**src/rtl/stream_pkg.sv**
```systemverilog
// Shared types and helpers for the stream demultiplexer.
// Holds the FSM state encoding and the select-width calculation.
package stream_pkg;

  typedef enum logic [1:0] {
    IDLE = 2'd0,
    LOCK = 2'd1,
    DROP = 2'd2
  } state_t;

  // Ceiling log2; returns 0 for n <= 1.
  function automatic int clog2(input int n);
    int r;
    r = 0;
    for (int k = 0; k < 32; k++) begin
      if ((64'd1 << r) < 64'(n)) r = r + 1;
    end
    return r;
  endfunction

  // Select width never drops below one bit.
  function automatic int sel_width(input int n);
    return (clog2(n) < 1) ? 1 : clog2(n);
  endfunction

endpackage

```
**src/rtl/stream_demux_if.sv**
```systemverilog
// Source stream plus N destination channels of the stream demultiplexer.
// The slave modport is the demux view; master is the producer/consumer view.
interface stream_demux_if
  import stream_pkg::*;
#(
  parameter int N_OUT  = 3,
  parameter int DATA_W = 8
);

  localparam int SEL_W = sel_width(N_OUT);

  logic              s_valid;
  logic              s_ready;
  logic [DATA_W-1:0] s_data;
  logic              s_last;
  logic [SEL_W-1:0]  s_sel;

  logic [N_OUT-1:0]  m_valid;
  logic [N_OUT-1:0]  m_ready;
  logic [DATA_W-1:0] m_data;
  logic              m_last;
  logic              err_sel;

  modport slave (
    input  s_valid, s_data, s_last, s_sel, m_ready,
    output s_ready, m_valid, m_data, m_last, err_sel
  );

  modport master (
    output s_valid, s_data, s_last, s_sel, m_ready,
    input  s_ready, m_valid, m_data, m_last, err_sel
  );

endinterface

```
**src/rtl/stream_demux.sv**
```systemverilog
// 1-to-N packet demux with destination locked per packet; one registered stage, 1-cycle latency.
// Source stalls only when the held beat's own channel is not ready; bad selects are drained and flagged.
module stream_demux
  import stream_pkg::*;
#(
  parameter int N_OUT  = 3,
  parameter int DATA_W = 8
) (
  input  logic          clk,
  input  logic          rst_n,
  stream_demux_if.slave bus
);

  localparam int SEL_W = sel_width(N_OUT);

  state_t            state, state_nxt;
  logic              o_vld, o_vld_nxt;
  logic [SEL_W-1:0]  o_dst, o_dst_nxt;
  logic [DATA_W-1:0] o_data, o_data_nxt;
  logic              o_last, o_last_nxt;
  logic              err, err_nxt;

  logic              dst_rdy;
  logic              adv;
  logic              sel_ok;
  logic              s_rdy;
  logic              load;
  logic              first;

  // Ready of the channel currently addressed; all other readies are ignored.
  always_comb begin
    dst_rdy = 1'b0;
    for (int i = 0; i < N_OUT; i++) begin
      if (o_dst == SEL_W'(i)) dst_rdy = bus.m_ready[i];
    end
  end

  assign adv    = !o_vld || dst_rdy;
  assign sel_ok = 32'(bus.s_sel) < $unsigned(N_OUT);

  // s_ready depends only on state and the register, never on s_sel/s_data.
  always_comb begin
    state_nxt = state;
    s_rdy     = adv;
    load      = 1'b0;
    first     = 1'b0;
    err_nxt   = 1'b0;
    case (state)
      IDLE: begin
        if (bus.s_valid && s_rdy) begin
          if (sel_ok) begin
            load      = 1'b1;
            first     = 1'b1;
            state_nxt = bus.s_last ? IDLE : LOCK;
          end else begin
            err_nxt   = 1'b1;
            state_nxt = bus.s_last ? IDLE : DROP;
          end
        end
      end
      LOCK: begin
        if (bus.s_valid && s_rdy) begin
          load = 1'b1;
          if (bus.s_last) state_nxt = IDLE;
        end
      end
      DROP: begin
        s_rdy = 1'b1;
        if (bus.s_valid && bus.s_last) state_nxt = IDLE;
      end
      default: state_nxt = IDLE;
    endcase
  end

  // A load wins over a drain so back-to-back beats keep o_vld high.
  always_comb begin
    o_vld_nxt  = o_vld;
    o_dst_nxt  = o_dst;
    o_data_nxt = o_data;
    o_last_nxt = o_last;
    if (load) begin
      o_vld_nxt  = 1'b1;
      o_data_nxt = bus.s_data;
      o_last_nxt = bus.s_last;
      if (first) o_dst_nxt = bus.s_sel;
    end else if (o_vld && dst_rdy) begin
      o_vld_nxt = 1'b0;
    end
  end

  always_ff @(posedge clk or negedge rst_n) begin
    if (!rst_n) begin
      state  <= IDLE;
      o_vld  <= 1'b0;
      o_dst  <= '0;
      o_data <= '0;
      o_last <= 1'b0;
      err    <= 1'b0;
    end else begin
      state  <= state_nxt;
      o_vld  <= o_vld_nxt;
      o_dst  <= o_dst_nxt;
      o_data <= o_data_nxt;
      o_last <= o_last_nxt;
      err    <= err_nxt;
    end
  end

  always_comb begin
    bus.m_valid = '0;
    for (int i = 0; i < N_OUT; i++) begin
      bus.m_valid[i] = o_vld && (o_dst == SEL_W'(i));
    end
  end

  assign bus.s_ready = s_rdy;
  assign bus.m_data  = o_data;
  assign bus.m_last  = o_last;
  assign bus.err_sel = err;

endmodule

```
**src/flat_wrapper.sv**
```systemverilog
// flat-port wrapper written by rule: the top's interface ports become plain ports
module stream_demux_flat import stream_pkg::*;
#(
  parameter int N_OUT  = 3,
  parameter int DATA_W = 8
)
  (clk, rst_n, bus_s_valid, bus_s_data, bus_s_last, bus_s_sel, bus_m_ready, bus_s_ready, bus_m_valid, bus_m_data, bus_m_last, bus_err_sel);
  stream_demux_if #(.N_OUT(N_OUT), .DATA_W(DATA_W)) bus_i ();
  input  logic clk;
  input  logic rst_n;
  input wire logic [$bits(bus_i.s_valid)-1:0] bus_s_valid;
  input wire logic [$bits(bus_i.s_data)-1:0] bus_s_data;
  input wire logic [$bits(bus_i.s_last)-1:0] bus_s_last;
  input wire logic [$bits(bus_i.s_sel)-1:0] bus_s_sel;
  input wire logic [$bits(bus_i.m_ready)-1:0] bus_m_ready;
  output wire logic [$bits(bus_i.s_ready)-1:0] bus_s_ready;
  output wire logic [$bits(bus_i.m_valid)-1:0] bus_m_valid;
  output wire logic [$bits(bus_i.m_data)-1:0] bus_m_data;
  output wire logic [$bits(bus_i.m_last)-1:0] bus_m_last;
  output wire logic [$bits(bus_i.err_sel)-1:0] bus_err_sel;
  assign bus_i.s_valid = bus_s_valid;
  assign bus_i.s_data = bus_s_data;
  assign bus_i.s_last = bus_s_last;
  assign bus_i.s_sel = bus_s_sel;
  assign bus_i.m_ready = bus_m_ready;
  assign bus_s_ready = bus_i.s_ready;
  assign bus_m_valid = bus_i.m_valid;
  assign bus_m_data = bus_i.m_data;
  assign bus_m_last = bus_i.m_last;
  assign bus_err_sel = bus_i.err_sel;
  stream_demux #(.N_OUT(N_OUT), .DATA_W(DATA_W)) u_core (.clk(clk), .rst_n(rst_n), .bus(bus_i));
endmodule
```
**config.mk**
```make
export PLATFORM = sky130hd
export DESIGN_NAME = stream_demux_flat
export DESIGN_NICKNAME = d
export VERILOG_FILES = /design/src/rtl/stream_pkg.sv /design/src/rtl/stream_demux_if.sv /design/src/rtl/stream_demux.sv /design/src/flat_wrapper.sv
export SDC_FILE = /design/constraint.sdc
export NUM_CORES = 1
export LEC_CHECK = 0
export BUFFER_PORTS_ARGS = -buffer_cell sky130_fd_sc_hd__buf_2
export CAP_MARGIN = 20
export CORE_MARGIN = 8
export CORE_UTILIZATION = 43
export CTS_CLUSTER_DIAMETER = 60
export DETAILED_ROUTE_END_ITERATION = 12
export GPL_TIMING_DRIVEN = 0
export PLACE_DENSITY = 0.77
export SLEW_MARGIN = 20
export SYNTH_ARGS = -nofsm -noshare
export SYNTH_HDL_FRONTEND = slang
export SYNTH_SLANG_ARGS = --single-unit
```
**constraint.sdc**
```tcl
create_clock -name clk -period 5.5 [get_ports clk]
set_clock_uncertainty 0.1 [all_clocks]
set_input_delay 0.275 -clock clk [delete_from_list [all_inputs] [get_ports clk]]
set_output_delay 0.275 -clock clk [all_outputs]
set_load 0.02 [all_outputs]
```
==> run_results.csv, run 1 <==
group,metric,value,unit
timing,slew_headroom,78.57,%
timing,maxSlewViolCount,0,
clock_network,clock_sinks,15,
place,place.gp.congestion,0.7297,
final_layout,nets,108,
route,drt_first_pass_iters,2,
clock_network,cts_tree,"yes",
route,routed_wl,1428,um
logic_synthesis,synth_seq_cells,15,
final_layout,final_cell_area,944.7,sq um
floorplanning,io_pins,31,
timing,period_share,39.01,%
logic_synthesis,mappedNetlistArea,737.0,sq um
clock_network,h-tree-depth,1,
logic_synthesis,syn_nets,72,
logic_synthesis,synth_cells,55,
job,drv_cap,0,
final_layout,antenna_cells,0,
floorplanning,start_util,44.12,%
route,route.detailed.drc,0,
floorplanning,die_w,57.40,um
floorplanning,die_h,57.40,um
place,dp_hpwl,1140,um
global_route,grt_pass1_vias,605,
timing,tns,0,ns
route,drtIter0Drc,3,
timing,worst_pin_slew,0.3215,ns
route,wl_per_cell,13.35,um
timing,hold_viol_final,0,
place,placed_cell_area,908.4,sq um
min_path,hold_path.class,"input pin to register",
clock_network,cts_buffer_depth,2,
final_layout,final_common_cell,"buf_2",
setup_path,crit_required,5.12,ns
pwr,pwr_density_cell,599.6,mW/mm^2
setup_path,crit_chain,"mux2_4 -> a211o_4 -> a21o_2 -> buf_2",
global_route,grt_max_degree,16,
setup_path,path_buf_inv,1,
setup_path,crit_start,"u_core.o_dst[0]$_DFFE_PN0P_",
final_layout,mostFrequentLayoutCells,"buf_2, dfrtp_1, mux2_4, a21oi_1",
timing,final-setup-viol-count,0,
floorplanning,core.rowCount,15,
place,dp_cells,102,
timing,max_freq,466.1,MHz
global_route,antenna_found_initial,0,
global_route,grt_usage,9.329,%
outcome,status,"finished clean",
setup_path,cp_top_family,"compound AO/OA/AOI/OAI gates",
clock_network,post_cts_resized,0,
clock_network,cts_root_buf,"clkbuf_4",
global_route,overflow,0,
pwr,leakage,0.0005112,uW
final_layout,stdcell_count,107,
final_layout,final_layout_size_suffix_gt1_share,56.67,%
setup_path,end_kind,"output port",
logic_synthesis,ys_warn_count,0,
logic_synthesis,synth_cell_types,21,
timing,rsz0062_at_grt,"false",
route,drtAntennaViolNets,0,
final_layout,syn2layout_area_growth,28.18,%
place,io_buffers,30,
pwr,irDropWorstVdd,0.3170,mV
setup_path,critical_path_class,"register to output port",
setup_path,r2r-start,"u_core.o_dst[0]$_DFFE_PN0P_",
timing,fin_crit,2.146,ns
min_path,hp-start,"bus_s_last",
global_route,grt_pass1_wl,2559,um
logic_synthesis,synth_seq_area_share,50.93,%
floorplanning,core,0.001670,sq mm
route,vias,555,
clock_network,numCtsBuffers,3,
clock_network,clk_latency,0.27,ns
clock_network,clk_pin_slew,0.08,ns
setup_path,crit_slowest_cell,"dfrtp_1",
setup_path,critPathMaxStageDelay,0.47,ns
setup_path,start_kind,"register",
floorplanning,die_area,0.003295,sq mm
route,via_per_inst,5.187,
logic_synthesis,avgSynthCellArea,13.40,sq um
setup_path,crit_arrival,1.77,ns
setup_path,crit_fanout,7,
## final timing paths
check | end | slack (ns) | depth (start not counted)
worst min register to register | u_core.bus.m_data[0]$_DFFE_PN0P_ | 0.41 | 1
min in group asynchronous | u_core.bus.m_data[6]$_DFFE_PN0P_ | 0.33 | 2
worst max-delay path | bus_s_ready | 3.35 | 4
worst min-delay path | u_core.state[0]$_DFFE_PN0P_ | 0.11 | 2
max in group asynchronous | u_core.o_dst[1]$_DFFE_PN0P_ | 4.73 | 2
worst max register to register | u_core.bus.m_data[3]$_DFFE_PN0P_ | 3.61 | 5
## flip-flops by register name, summed over array words and instances, names as in the netlist
name / count
u_core.o_vld: 1
u_core.state: 2
u_core.bus.err_sel: 1
u_core.o_dst: 2
u_core.bus.m_last: 1
u_core.bus.m_data: 8
## metal layers
metal / global-route usage, % / up-vias / part of all wire [%]
met5: 0 / - / 0
met4: 2.143 / 0 / 0.56
met3: 4.709 / 2 / 11
met2: 12.70 / 27 / 39
met1: 12.58 / 259 / 50
li1: - / 267 / -
## kinds of logic after synthesis
logic type / synth area share (%)
buffers and inverters: 4.244
muxes: 20.37
DFF: 50.93
AOI/OAI and AO/OA: 12.05
and+or+nand+nor: 12.40
## power breakdown
group	internal, uW	total [uW]	switching, uW
registers	161	203	41.1
logic	154	305	151
clock network	28.0	58.8	30.8
total	344	566	223
## final cells by class
type                    count  area (sq um)
well taps                  17         21.27
multi-input cells          36         330.3
inverters                   3         11.26
clock buffers               4         26.28
flip-flops and latches     15         375.4
repair buffers             31         160.2
plain buffers               1         20.02
fillers                   148         725.7
## cells in the mapped netlist
| master | n | area share [%] |
|---|---|---|
| dfrtp_1 | 15 | 51 |
| mux2_4 | 10 | 20 |
| a21oi_1 | 5 | 3.4 |
| inv_1 | 3 | 1.5 |
| nand2_1 | 3 | 1.5 |
| a211oi_1 | 2 | 2.0 |
| nor2_1 | 2 | 1.0 |
| nor3_1 | 2 | 1.4 |
| a211o_4 | 1 | 2.4 |
| a21o_2 | 1 | 1.2 |
| a31oi_1 | 1 | 0.85 |
| and2b_1 | 1 | 1.0 |
| and2b_2 | 1 | 1.2 |
| and3_2 | 1 | 1.0 |
| and3b_2 | 1 | 1.4 |
| buf_12 | 1 | 2.7 |
| nand2b_1 | 1 | 0.85 |
| nand2b_4 | 1 | 1.9 |
| nor4b_1 | 1 | 1.2 |
| o21ai_0 | 1 | 0.68 |
| o221a_2 | 1 | 1.5 |
## metrics by stage
step	util, %	power (uW)	setup slack [ns]	hold WS (ns)
floorplan	-	428.6	3.710	-0.1206
global placement	54.38	505.7	3.645	0.08831
detailed placement	54.38	510.9	3.619	0.08864
CTS	56.55	572.9	3.352	0.1090
global route	56.55	609.1	3.282	0.1143
finish	56.55	566.4	3.354	0.1099
## timing repair
item	4_1_cts	5_1_grt
buffers inserted	0	0
endpoints found under the hold margin	15	0
hold buffers	1	0
(Power assumes the default switching activity.)
==> run 2, diff against run 1 <==
--- a/config.mk
+++ b/config.mk
@@ -5,14 +5,15 @@
 export SDC_FILE = /design/constraint.sdc
 export NUM_CORES = 1
 export LEC_CHECK = 0
+export ABC_AREA = 1
 export BUFFER_PORTS_ARGS = -buffer_cell sky130_fd_sc_hd__buf_2
 export CAP_MARGIN = 20
 export CORE_MARGIN = 8
-export CORE_UTILIZATION = 43
+export CORE_UTILIZATION = 41
 export CTS_CLUSTER_DIAMETER = 60
 export DETAILED_ROUTE_END_ITERATION = 12
 export GPL_TIMING_DRIVEN = 0
-export PLACE_DENSITY = 0.77
+export PLACE_DENSITY = 0.76
 export SLEW_MARGIN = 20
 export SYNTH_ARGS = -nofsm -noshare
 export SYNTH_HDL_FRONTEND = slang
==> constraint.sdc (replaced) <==
create_clock -name clk -period 1.83 [get_ports clk]
set_clock_uncertainty 0.1 [all_clocks]
set_input_delay 0.0915 -clock clk [delete_from_list [all_inputs] [get_ports clk]]
set_output_delay 0.0915 -clock clk [all_outputs]
set_load 0.02 [all_outputs]
==> run 2 against run 1 <==
Compared with the run above:
- flip-flop and latch count is the same
- total power grew to 2.9 times the previous value
- synthesized cell count grew 58%
- clock power grew to 3.2 times the previous value
- register-to-register slack lost 3.2 ns
- utilization grew 5.7 points
- worst setup slack lost 3.2 ns
- first-iteration DRC count grew to 3.3 times the previous value
- critical path depth grew 1
- design area grew 14%
- via count grew 32%
- largest power group unchanged
- global-route usage grew 2.0 points
==> run_results.csv, run 2 <==
group,metric,value,unit
clock_network,h-tree-depth,1,
timing,slew_headroom,73.53,%
timing,period_share,92.02,%
setup_path,critical_path_class,"register to output port",
setup_path,critPathMaxStageDelay,0.40,ns
route,drtAntennaViolNets,0,
final_layout,largest_reg_flops,8,
route,via_per_inst,4.656,
logic_synthesis,synth_seq_area_share,49.59,%
timing,hold_ws,0.01278,ns
final_layout,mostFrequentLayoutCells,"buf_2, nand2_1, dfrtp_1, inv_1",
logic_synthesis,async_reset_ff_share,100.0,%
clock_network,cts_buffer_depth,2,
final_layout,stdcell_count,157,
outcome,status,"finished clean",
place,io_buffers,30,
logic_synthesis,syn_nets,104,
logic_synthesis,avgSynthCellArea,8.701,sq um
logic_synthesis,synth_ff_type,"dfrtp_1",
place,place.gp.congestion,0.7364,
logic_synthesis,mappedNetlistArea,757.0,sq um
timing,final-setup-viol-count,0,
route,vias,731,
timing,tns,0,ns
logic_synthesis,yosysTopAreaCellShare,49.59,%
pwr,leakage,0.0005917,uW
job,drv_cap,0,
logic_synthesis,ys_warn_count,0,
floorplanning,die_w,58.97,um
setup_path,start_kind,"register",
final_layout,nets,150,
logic_synthesis,synth_edf_count,0,
global_route,grt_pass1_wl,3036,um
floorplanning,die_h,58.97,um
min_path,hold_path.class,"input pin to register",
logic_synthesis,ys_top_cells_by_count,"nand2_1, dfrtp_1, inv_1",
floorplanning,core,0.001727,sq mm
clock_network,cts_hold_buf,11,
global_route,overflow,0,
clock_network,cts_root_buf,"clkbuf_4",
global_route,antenna_found_initial,0,
setup_path,crit_arrival,1.49,ns
route,drtIter0Drc,10,
floorplanning,io_pins,31,
place,dp_hpwl,1429,um
timing,worst_pin_slew,0.3929,ns
logic_synthesis,synth_cell_types,15,
route,route.detailed.drc,0,
clock_network,cts_tree,"yes",
final_layout,final_layout_size_suffix_gt1_share,38.64,%
logic_synthesis,synth_cells,87,
route,drt_first_pass_iters,4,
clock_network,clk_latency,0.28,ns
logic_synthesis,synth_area_leader_cell,"dfrtp_1",
timing,maxSlewViolCount,0,
route,routed_wl,1866,um
route,wl_per_cell,11.89,um
final_layout,final_common_cell,"buf_2",
place,dp_cells,142,
floorplanning,start_util,43.84,%
logic_synthesis,synth_seq_cells,15,
global_route,grt_usage,11.36,%
final_layout,antenna_cells,0,
clock_network,clock_sinks,15,
timing,max_freq,593.8,MHz
setup_path,crit_fanout,4,
floorplanning,die_area,0.003477,sq mm
final_layout,syn2layout_area_growth,41.98,%
clock_network,post-cts-setup-buffer-count,0,
clock_network,post_cts_resized,0,
setup_path,end_kind,"output port",
final_layout,fill_cells,164,
global_route,grt_max_degree,16,
setup_path,crit_slowest_cell,"dfrtp_1",
timing,fin_crit,1.684,ns
logic_synthesis,ys_top_cells_by_area,"dfrtp_1, o21ai_2, nand2_1",
timing,hold_viol_final,0,
clock_network,clk_pin_slew,0.09,ns
setup_path,crit_chain,"inv_2 -> nand3_1 -> nand4_2 -> or2_2 -> buf_2",
setup_path,crit_required,1.64,ns
pwr,pwr_density_cell,1526,mW/mm^2
floorplanning,core.rowCount,15,
clock_network,numCtsBuffers,3,
global_route,grt_pass1_vias,750,
pwr,irDropWorstVdd,0.8895,mV
timing,rsz0062_at_grt,"false",
logic_synthesis,synth_most_common_cell,"nand2_1",
[run 2: logic make-up after synthesis]
family	after synthesis	synth area share, %
flops	15	49.59
simple gates	41	25.62
compound gates	15	15.37
buf+inv	16	9.422
[run 2: area by class of cell]
cell class	count	area (sq um)	share of cell area [%]
repair buffers	41	260.3	24.21
clock buffers	4	26.28	2.445
flip-flops and latches	15	375.4	34.92
multi-input cells	56	310.3	28.87
plain buffers	1	15.01	1.397
inverters	15	56.30	5.239
well taps	25	31.28	2.910
[run 2: per-stage QoR]
step / util (%) / cell area [sq um] / total power (uW) / setup WS, ns
finish: 62.25 / 1075 / 1640 / 0.1460
global route: 62.25 / 1075 / 1775 / 0.06277
CTS: 62.25 / 1075 / 1661 / 0.1311
detailed placement: 54.35 / 938.4 / 1455 / 0.4359
global placement: 54.35 / 938.4 / 1421 / 0.4645
floorplan: - / 757.0 / 1195 / 0.5890
[run 2: worst paths after layout]
path	startpoint	to	depth (start not counted)	slack, ns
min reg2reg	u_core.bus.m_data[1]$_DFFE_PN0P_	u_core.bus.m_data[1]$_DFFE_PN0P_	2	0.38
min in group asynchronous	rst_n	u_core.o_dst[1]$_DFFE_PN0P_	2	0.14
max in group asynchronous	rst_n	u_core.state[0]$_DFFE_PN0P_	2	1.23
min	bus_s_valid	u_core.bus.err_sel$_DFF_PN0_	3	0.01
max reg2reg	u_core.o_dst[1]$_DFFE_PN0P_	u_core.bus.m_data[4]$_DFFE_PN0P_	6	0.43
max	u_core.o_dst[1]$_DFFE_PN0P_	bus_s_ready	5	0.15
[run 2: per-layer routing]
layer,vias to the layer above,wire length (um),global-route usage [%]
met3,4,164,4.772
met4,0,29,5.802
li1,365,-,-
met2,26,896,20.09
met1,336,776,10.98
met5,-,0,0
[run 2: worst max-delay path: cells and delay by family (launching register included)]
kind / cells / cell delay, ns
buffers and inverters: 2 / 0.23
DFF: 1 / 0.40
and+or+nand+nor: 3 / 0.58
[run 2: power by group]
group / switching, uW / internal, uW / total [uW]
logic: 555 / 323 / 878
registers: 98.8 / 475 / 574
clock network: 103 / 84.5 / 188
total: 757 / 883 / 1640
==> run 3, diff against run 2 <==
--- a/config.mk
+++ b/config.mk
@@ -8,12 +8,15 @@
 export ABC_AREA = 1
 export BUFFER_PORTS_ARGS = -buffer_cell sky130_fd_sc_hd__buf_2
 export CAP_MARGIN = 20
+export CELL_PAD_IN_SITES_DETAIL_PLACEMENT = 1
+export CELL_PAD_IN_SITES_GLOBAL_PLACEMENT = 1
 export CORE_MARGIN = 8
-export CORE_UTILIZATION = 41
+export CORE_UTILIZATION = 29
 export CTS_CLUSTER_DIAMETER = 60
 export DETAILED_ROUTE_END_ITERATION = 12
+export GPL_ROUTABILITY_DRIVEN = 0
 export GPL_TIMING_DRIVEN = 0
-export PLACE_DENSITY = 0.76
+export PLACE_DENSITY = 0.75
 export SLEW_MARGIN = 20
 export SYNTH_ARGS = -nofsm -noshare
 export SYNTH_HDL_FRONTEND = slang
==> run 3 against run 2 <==
Compared with the run above:
- total power rose by 2.4%
- sequential power about the same
- design area rose by 2.6%
- utilization fell by 18 points
- flip-flop and latch count is the same
- first-iteration DRC count up 20%
- critical path depth is the same
- combinational power is 2.5% higher
- fmax down 2.7%
- worst setup slack got worse by 0.046 ns
- sequential share of layout area shrank 0.87 points
==> run_results.csv, run 3 (synthesized netlist as in run 2, its figures left out) <==
group,metric,value,unit
clock_network,h-tree-depth,1,
route,drtIter0Drc,12,
clock_network,cts_root_buf,"clkbuf_4",
pwr,clkPwrFrac,12.0,%
clock_network,clk_pin_slew,0.10,ns
final_layout,regArea,375.4,sq um
pwr,p_total,1679,uW
clock_network,numCtsBuffers,3,
clock_network,post-cts-setup-buffer-count,0,
place,io_buffers,30,
pwr,power.net_switching,796.2,uW
final_layout,fill_cells,313,
floorplanning,die_h,67.09,um
route,vias,750,
setup_path,reg2reg_slack,0.41,ns
final_layout,largest_reg_flops,8,
min_path,hold_path.class,"input pin to register",
timing,rsz0062_at_grt,"false",
final_layout,multiInputGateArea,310.3,sq um
timing,worst_pin_slew,0.3335,ns
outcome,status,"finished clean",
clock_network,cts_buffer_depth,2,
timing,hold_viol_final,0,
timing,slew_headroom,77.53,%
global_route,overflow,0,
final_layout,syn2layout_area_growth,45.62,%
clock_network,post_cts_resized,0,
final_layout,antenna_cells,0,
route,drt_first_pass_iters,2,
setup_path,crit_arrival,1.54,ns
final_layout,final_common_cell,"buf_2",
job,drv_cap,0,
setup_path,critical_path_class,"register to output port",
route,routed_wl,2286,um
global_route,grt_usage,10.84,%
floorplanning,die_w,67.09,um
global_route,antenna_found_initial,0,
global_route,grt_pass1_vias,845,
floorplanning,io_pins,31,
pwr,irDropWorstVdd,0.7428,mV
floorplanning,core.rowCount,18,
route,drtAntennaViolNets,0,
pwr,p_int,882.5,uW
route,via_per_inst,4.573,
pwr,seqPwrFrac,34.4,%
clock_network,cts_tree,"yes",
route,wl_per_cell,13.94,um
setup_path,crit_fanout,4,
clock_network,clk_latency,0.30,ns
final_layout,final_layout_size_suffix_gt1_share,38.81,%
pwr,swShare,47.43,%
timing,tns,0,ns
floorplanning,start_util,30.56,%
final_layout,nets,152,
timing,fin_crit,1.730,ns
final_layout,mostFrequentLayoutCells,"buf_2, nand2_1, dfrtp_1, inv_1, dlygate4sd3_1",
timing,period_share,94.56,%
setup_path,start_kind,"register",
setup_path,end_kind,"output port",
clock_network,clock_sinks,15,
pwr,combPwrFrac,53.6,%
clock_network,cts_hold_buf,13,
route,route.detailed.drc,0,
global_route,grt_max_degree,16,
timing,max_freq,577.9,MHz
timing,maxSlewViolCount,0,
floorplanning,die_area,0.004501,sq mm
global_route,grt_pass1_wl,3629,um
place,dp_hpwl,1667,um
pwr,pwr_density_cell,1523,mW/mm^2
pwr,leakage,0.0006028,uW
setup_path,crit_required,1.64,ns
floorplanning,core,0.002477,sq mm
timing,final-setup-viol-count,0,
run 3: critical path, stage by stage, from the launching register on:
cell	delay [ns]
dfrtp_1	0.42
inv_2	0.08
nand3_1	0.11
nand4_2	0.16
or2_2	0.31
buf_2	0.16
run 3: final timing paths:
kind,from,endpoint,depth (start not counted)
worst min-delay path,bus_m_ready[0],u_core.o_vld$_DFFE_PN0P_,4
worst max-delay path,u_core.o_dst[1]$_DFFE_PN0P_,bus_s_ready,5
worst max register to register,u_core.o_dst[1]$_DFFE_PN0P_,u_core.bus.m_data[0]$_DFFE_PN0P_,6
worst min register to register,u_core.bus.m_last$_DFFE_PN0P_,u_core.bus.m_last$_DFFE_PN0P_,2
min in group asynchronous,rst_n,u_core.bus.m_data[6]$_DFFE_PN0P_,2
max in group asynchronous,rst_n,u_core.state[1]$_DFFE_PN0P_,2
run 3: stage by stage:
step | setup WS, ns | hold slack [ns] | instances | instance area (sq um) | util [%]
floorplan | 0.5890 | -0.3041 | 87 | 757.0 | -
global placement | 0.4660 | -0.08697 | 147 | 944.7 | 38.13
detailed placement | 0.4215 | -0.07864 | 147 | 944.7 | 38.13
CTS | 0.09220 | 0.08774 | 164 | 1102 | 44.49
global route | 0.005409 | 0.1231 | 164 | 1102 | 44.49
finish | 0.09964 | 0.09418 | 164 | 1102 | 44.49
run 3: power by group through the flow:
stage / combinational (uW) / sequential, uW / clock (uW)
detailed placement: 893 / 581 / 0
finish: 900 / 577 / 202
floorplan: 502 / 693 / 0
global route: 1000 / 593 / 228
CTS: 919 / 575 / 213
global placement: 858 / 571 / 0
run 3: layout make-up:
cell class | count | share of cell area (%)
plain buffers | 1 | 1.362
clock buffers | 3 | 2.043
clock inverters | 1 | 0.4540
inverters | 15 | 5.108
multi-input cells | 56 | 28.15
flip-flops and latches | 15 | 34.05
well taps | 30 | 3.405
repair buffers | 43 | 25.43
run 3: routing by layer:
metal | up-vias | track usage (%) | share of wire (%)
met5 | - | 0 | 0
met4 | 0 | 7.311 | 2.8
met3 | 6 | 2.349 | 6.4
met2 | 21 | 19.83 | 53
met1 | 354 | 10.59 | 37
li1 | 369 | - | -
